--- src/rtl/accel_spi_reader.sv ---
// ADXL362 front-end: SPI mode-0 master that writes POWER_CTL once after power-up,
// then periodically burst-reads XDATA/YDATA into registered signed tilt outputs.
module accel_spi_reader #(
  parameter int unsigned CLK_DIV        = 50,
  parameter int unsigned STARTUP_CYCLES = 600000,
  parameter int unsigned SAMPLE_CYCLES  = 1666667,
  parameter int unsigned CS_GAP         = 50
) (
  input  logic       CLK,
  input  logic       rst_n,
  output logic       sclk,
  output logic       cs_n,
  output logic       mosi,
  input  logic       miso,
  output logic [7:0] accel_x,
  output logic [7:0] accel_y,
  output logic       accel_valid,
  output logic       cfg_done
);

  localparam int unsigned DIV_W  = (CLK_DIV > 1) ? $clog2(CLK_DIV) : 1;
  localparam int unsigned BOOT_W = $clog2(STARTUP_CYCLES + 1);
  localparam int unsigned SAMP_W = $clog2(SAMPLE_CYCLES + 1);
  localparam int unsigned GAP_W  = $clog2(CS_GAP + 1);

  localparam logic [DIV_W-1:0]  DIV_LAST  = DIV_W'(CLK_DIV - 1);
  localparam logic [BOOT_W-1:0] BOOT_LAST = BOOT_W'(STARTUP_CYCLES - 1);
  localparam logic [SAMP_W-1:0] SAMP_LAST = SAMP_W'(SAMPLE_CYCLES - 1);
  localparam logic [GAP_W-1:0]  GAP_LAST  = GAP_W'(CS_GAP - 1);

  // write 0x02 to POWER_CTL (0x2D); read starting at XDATA (0x08) with two dummy bytes
  localparam logic [31:0] CFG_WORD  = 32'h0A2D_0200;
  localparam logic [31:0] READ_WORD = 32'h0B08_0000;

  localparam logic [2:0] ST_BOOT   = 3'd0;
  localparam logic [2:0] ST_CFG    = 3'd1;
  localparam logic [2:0] ST_GAP    = 3'd2;
  localparam logic [2:0] ST_WAIT   = 3'd3;
  localparam logic [2:0] ST_READ   = 3'd4;
  localparam logic [2:0] ST_UPDATE = 3'd5;

  logic [2:0]        state;
  logic [BOOT_W-1:0] boot_cnt;
  logic [SAMP_W-1:0] samp_cnt;
  logic [GAP_W-1:0]  gap_cnt;
  logic [DIV_W-1:0]  div_cnt;
  logic [4:0]        bit_cnt;
  logic [4:0]        last_bit;
  logic [31:0]       tx_sr;
  logic [15:0]       rx_sr;

  always_comb begin
    last_bit = 5'd23;
    if (state == ST_READ) last_bit = 5'd31;
  end

  always_ff @(posedge CLK or negedge rst_n) begin
    if (!rst_n) begin
      state       <= ST_BOOT;
      boot_cnt    <= '0;
      samp_cnt    <= '0;
      gap_cnt     <= '0;
      div_cnt     <= '0;
      bit_cnt     <= '0;
      tx_sr       <= '0;
      rx_sr       <= '0;
      sclk        <= 1'b0;
      cs_n        <= 1'b1;
      mosi        <= 1'b0;
      accel_x     <= '0;
      accel_y     <= '0;
      accel_valid <= 1'b0;
      cfg_done    <= 1'b0;
    end else begin
      accel_valid <= 1'b0;
      // free-running; cleared at CFG end and at each READ start, so it only matters in WAIT
      samp_cnt    <= samp_cnt + 1'b1;

      case (state)
        ST_BOOT: begin
          if (boot_cnt == BOOT_LAST) begin
            state   <= ST_CFG;
            cs_n    <= 1'b0;
            sclk    <= 1'b0;
            mosi    <= CFG_WORD[31];
            tx_sr   <= {CFG_WORD[30:0], 1'b0};
            div_cnt <= '0;
            bit_cnt <= '0;
          end else begin
            boot_cnt <= boot_cnt + 1'b1;
          end
        end

        ST_CFG, ST_READ: begin
          if (div_cnt != DIV_LAST) begin
            div_cnt <= div_cnt + 1'b1;
          end else begin
            div_cnt <= '0;
            if (!sclk) begin
              sclk  <= 1'b1;
              rx_sr <= {rx_sr[14:0], miso};
            end else begin
              sclk <= 1'b0;
              if (bit_cnt == last_bit) begin
                cs_n    <= 1'b1;
                mosi    <= 1'b0;
                gap_cnt <= '0;
                if (state == ST_CFG) begin
                  cfg_done <= 1'b1;
                  samp_cnt <= '0;
                  state    <= ST_GAP;
                end else begin
                  state <= ST_UPDATE;
                end
              end else begin
                mosi    <= tx_sr[31];
                tx_sr   <= {tx_sr[30:0], 1'b0};
                bit_cnt <= bit_cnt + 1'b1;
              end
            end
          end
        end

        ST_UPDATE: begin
          accel_x     <= rx_sr[15:8];
          accel_y     <= rx_sr[7:0];
          accel_valid <= 1'b1;
          gap_cnt     <= '0;
          state       <= ST_GAP;
        end

        ST_GAP: begin
          if (gap_cnt == GAP_LAST) state <= ST_WAIT;
          else gap_cnt <= gap_cnt + 1'b1;
        end

        ST_WAIT: begin
          if (samp_cnt == SAMP_LAST) begin
            state    <= ST_READ;
            samp_cnt <= '0;
            cs_n     <= 1'b0;
            sclk     <= 1'b0;
            mosi     <= READ_WORD[31];
            tx_sr    <= {READ_WORD[30:0], 1'b0};
            div_cnt  <= '0;
            bit_cnt  <= '0;
          end
        end

        default: state <= ST_BOOT;
      endcase
    end
  end

endmodule

--- config.mk ---
export PLATFORM = sky130hd
export DESIGN_NAME = accel_spi_reader
export DESIGN_NICKNAME = d
export VERILOG_FILES = /design/src/rtl/accel_spi_reader.sv
export SDC_FILE = /design/constraint.sdc
export NUM_CORES = 1
export LEC_CHECK = 0
export BUFFER_PORTS_ARGS = -buffer_cell sky130_fd_sc_hd__buf_4
export CAP_MARGIN = 10
export CORE_MARGIN = 4
export CORE_UTILIZATION = 58
export DETAILED_ROUTE_END_ITERATION = 10
export PLACE_DENSITY = 0.76
export SLEW_MARGIN = 20
export SYNTH_ARGS = -nofsm -noshare
export SYNTH_HDL_FRONTEND = slang
export SYNTH_SLANG_ARGS = --single-unit
--- constraint.sdc ---
create_clock -name CLK -period 4 [get_ports CLK]
set_clock_uncertainty 0.05 [all_clocks]
set_input_delay 1 -clock CLK [delete_from_list [all_inputs] [get_ports CLK]]
set_output_delay 1 -clock CLK [all_outputs]
set_load 0.1 [all_outputs]
==> results by group <==
CTS
  • CTS Sinks: 120
  • Root Buffer: clkbuf_8
  • Hold_buf cts: 0
  • Post-CTS Setup Bufs: 0
  • Longest Clk Path Bufs: 2
  • CTS tree: done
  • Clk_lat worst skew: 0.51 ns
  • H-tree levels: 4
  • Cts repair resizes: 0
  • Number of CTS-inserted buffers: 17
  • Clock transition at path regs: 0.06 ns

Logic synthesis
  • Post-synth net total: 494
  • Post-Syn Area: 5470 um^2
  • Syn_area_per_cell: ~11 um^2
  • Post-synth cell types: 58
  • Syn Inst Count: 483
  • Async S/R FF share, synth: 1.00
  • Synth warnings: 0
  • Ranking of synthesized cells by area: dfrtp_1, mux2_2, xnor2_1, xor2_1, nor2_1
  • Seq/Total Area, Yosys: 0.549
  • Yosys top cell area share: 0.544
  • Synth area leader: dfrtp_1
  • Yosys reg bits: 120
  • Ys flop type: dfrtp_1
  • EDFF count, synth: 0

Hold path
  • Worst Hold Class: reg2reg
  • Hold Path Depth: 1
  • Worst min-delay path startpoint: boot_cnt[5]
  • Hold Path End: boot_cnt[5]

Cells and area
  • Area growth, synth to finish: 16.8%
  • Finished Layout Cells: 638
  • Number of antenna repair diodes: 0
  • Fill count: 643
  • Core Util, Final: 0.695
  • Share of layout cells above drive strength 1: 0.194
  • Nets: 526

Timing
  • Final setup viols: 0
  • Max-slew violations: 0
  • Clock period minus worst slack: ~2.9 ns
  • Final setup margin: 1.12 ns
  • Tightest Pin Transition: 0.740 ns
  • Max Freq: 347 MHz
  • RSZ-0062 raised after global routing: false
  • Hold Fails Final Rpt: 0
  • Slew headroom: 0.507
  • TNS Setup: 0 ns
  • Fin crit share: 0.719

Power and ir drop
  • Peak supply drop: 0.000400 V
  • Leakage power: 3.15 nW
  • Power Density: 441 nW/um^2

Critical path
  • FF-to-FF End: tx_sr[10]
  • Reg2reg path depth: 6
  • CP required: 4.35 ns
  • Worst R2R Start: state[1]
  • Crit path max fanout: 15
  • Element type at the critical path end: flip-flop
  • WS Path Type: reg2reg
  • CP arrival: 3.23 ns
  • CP Launch Type: flip-flop
  • R2r setup slk: 1.12 ns

Floorplan
  • Core ar.: 9200 um^2
  • Num ports: 24
  • Initial Utilization: 0.595
  • Die height: 105 um
  • Die width: 105 um
  • Die ar.: ~11,000 um^2
  • Cell row count: 35

Routing
  • First-pass DRT Iterations: 4
  • Vias: 3,775
  • Routed WL per cell: 16.5 um
  • # DRC: 0
  • Vias/cell: 5.92
  • Detail Route Antenna Nets: 0
  • Final wirelength: approximately 11,000 um
  • Detailed Route Iter0 Violations: between 200 and 250

Global route
  • First-pass GRT wire length: about 19,000 um
  • GRT Total Usage: 0.210
  • Antenna violations before repair: 0
  • M3 GR Usage: 0.0642
  • GR Util met1: 0.273
  • Vias in the first global route: 3,848
  • Met2 layer usage reported by global route: 0.336
  • GR peak layer: met2
  • Largest net degree at the start of global routing: 50
  • Final global-route overflow total: 0

Status
  • Outcome: completed

Job
  • Total of max-cap violations: 0

Place
  • Pre-CTS WS: 1.13 ns
  • IO Port Bufs: 23
  • Dpl hpwl: 6830 um
  • Placed cell count: 607
  • GP Congestion: 0.867
-- cell type report --
cell class / count / area, um^2 / area share
timing repair buffer: 29 / 230 / 0.0360
inverter: 20 / 75.1 / 0.0118
sequential: 120 / 3000 / 0.470
tap: 111 / 139 / 0.0217
clock buffer: 18 / 418 / 0.0654
clock inverter: 13 / 194 / 0.0304
multi-input combinational: 327 / 2330 / 0.364
-- cell usage after synthesis (all sizes together) (2+ instances only) --
master and instances:
a21oi 7, a211oi 2, mux2i 5, o21ai 8, nor4 4, clkbuf 9, xor2 20, a21o 4
xnor2 20, inv 20, nor4b 5, a22o 16, and3 13, o2111ai 2, dfrtp 119, or3 2
nand2 29, nand2b 3, buf 7, nor2b 3, nor3b 5, o211a 3, ha 8, nand4 9
nor3 19, and4 4, nand3 24, a211o 7, or4 3, nor2 43, mux2 38
-- stage by stage --
step / instance area (um^2) / total power [W] / hold WS, ns
after floorplan: 5470 / 0.00124 / 0.385
after global placement: 5780 / 0.00127 / 0.401
after detailed placement: 5780 / 0.00127 / 0.418
after CTS: 6390 / 0.00285 / 0.434
after global routing: 6390 / 0.00292 / 0.440
final: 6390 / 0.00282 / 0.427
-- state kept, by name, summed over array words and instances, names as in the netlist, 3 cells and up --
name and count:
samp_cnt 21, div_cnt 6, accel_y 8, tx_sr 22
boot_cnt 20, state 3, accel_x 8, gap_cnt 6
rx_sr 16, bit_cnt 5
-- cell families after synthesis --
| family | Yosys count | synth area share |
|---|---|---|
| buffers and inverters | 36 | 0.0272 |
| DFF | 120 | 0.549 |
| adders and majority gates | 8 | 0.0183 |
| AOI/OAI and AO/OA | 64 | 0.0906 |
| muxes | 43 | 0.0874 |
| xor gates and xnor gates | 40 | 0.0641 |
| and+or+nand+nor | 172 | 0.163 |
-- cell usage in the layout (no fill, tap or decap), drive strengths merged, types with 5 or more instances in the layout --
cell type	n
dfrtp	119
nor2	43
mux2	38
nand2	29
buf	29
nand3	24
inv	24
xnor2	20
xor2	20
nor3	19
clkbuf	18
a22o	16
and3	13
nand4	9
o21ai	8
ha	8
a21oi	7
a211o	7
mux2i	5
nor4b	5
nor3b	5
-- critical path, stage by stage, from the launching register on --
cell and delay [ns]:
dfrtp_1 0.53, nor3b_1 0.49, xnor2_1 0.27, nand2_1 0.19
o2111ai_2 0.59, buf_4 0.31, mux2_2 0.34
-- power by group --
part | internal (W) | switching (W) | total [W]
clock network | 0.00102 | 0.000557 | 0.00157
registers | 0.00122 | 0.000000313 | 0.00122
logic | 0.00000424 | 0.0000229 | 0.0000271
-- how the worst max path moves through the flow --
stage,start,to,slack (ns),cells after the start
finish,state[1],tx_sr[10],1.12,6
global route,state[1],tx_sr[10],0.87,6
CTS,state[1],tx_sr[10],1.13,6
detailed placement,state[1],tx_sr[10],1.13,6
global placement,state[1],tx_sr[10],1.24,6
floorplan,sclk,rx_sr[10],1.67,4
-- metal layers --
metal	share of wire	vias up	wire length (um)
li1	-	1798	-
met1	0.45	1899	4720
met2	0.50	68	5320
met3	0.038	10	402
met4	0.011	0	117
met5	0	-	0
No activity file was read; power rests on OpenSTA's default activity.
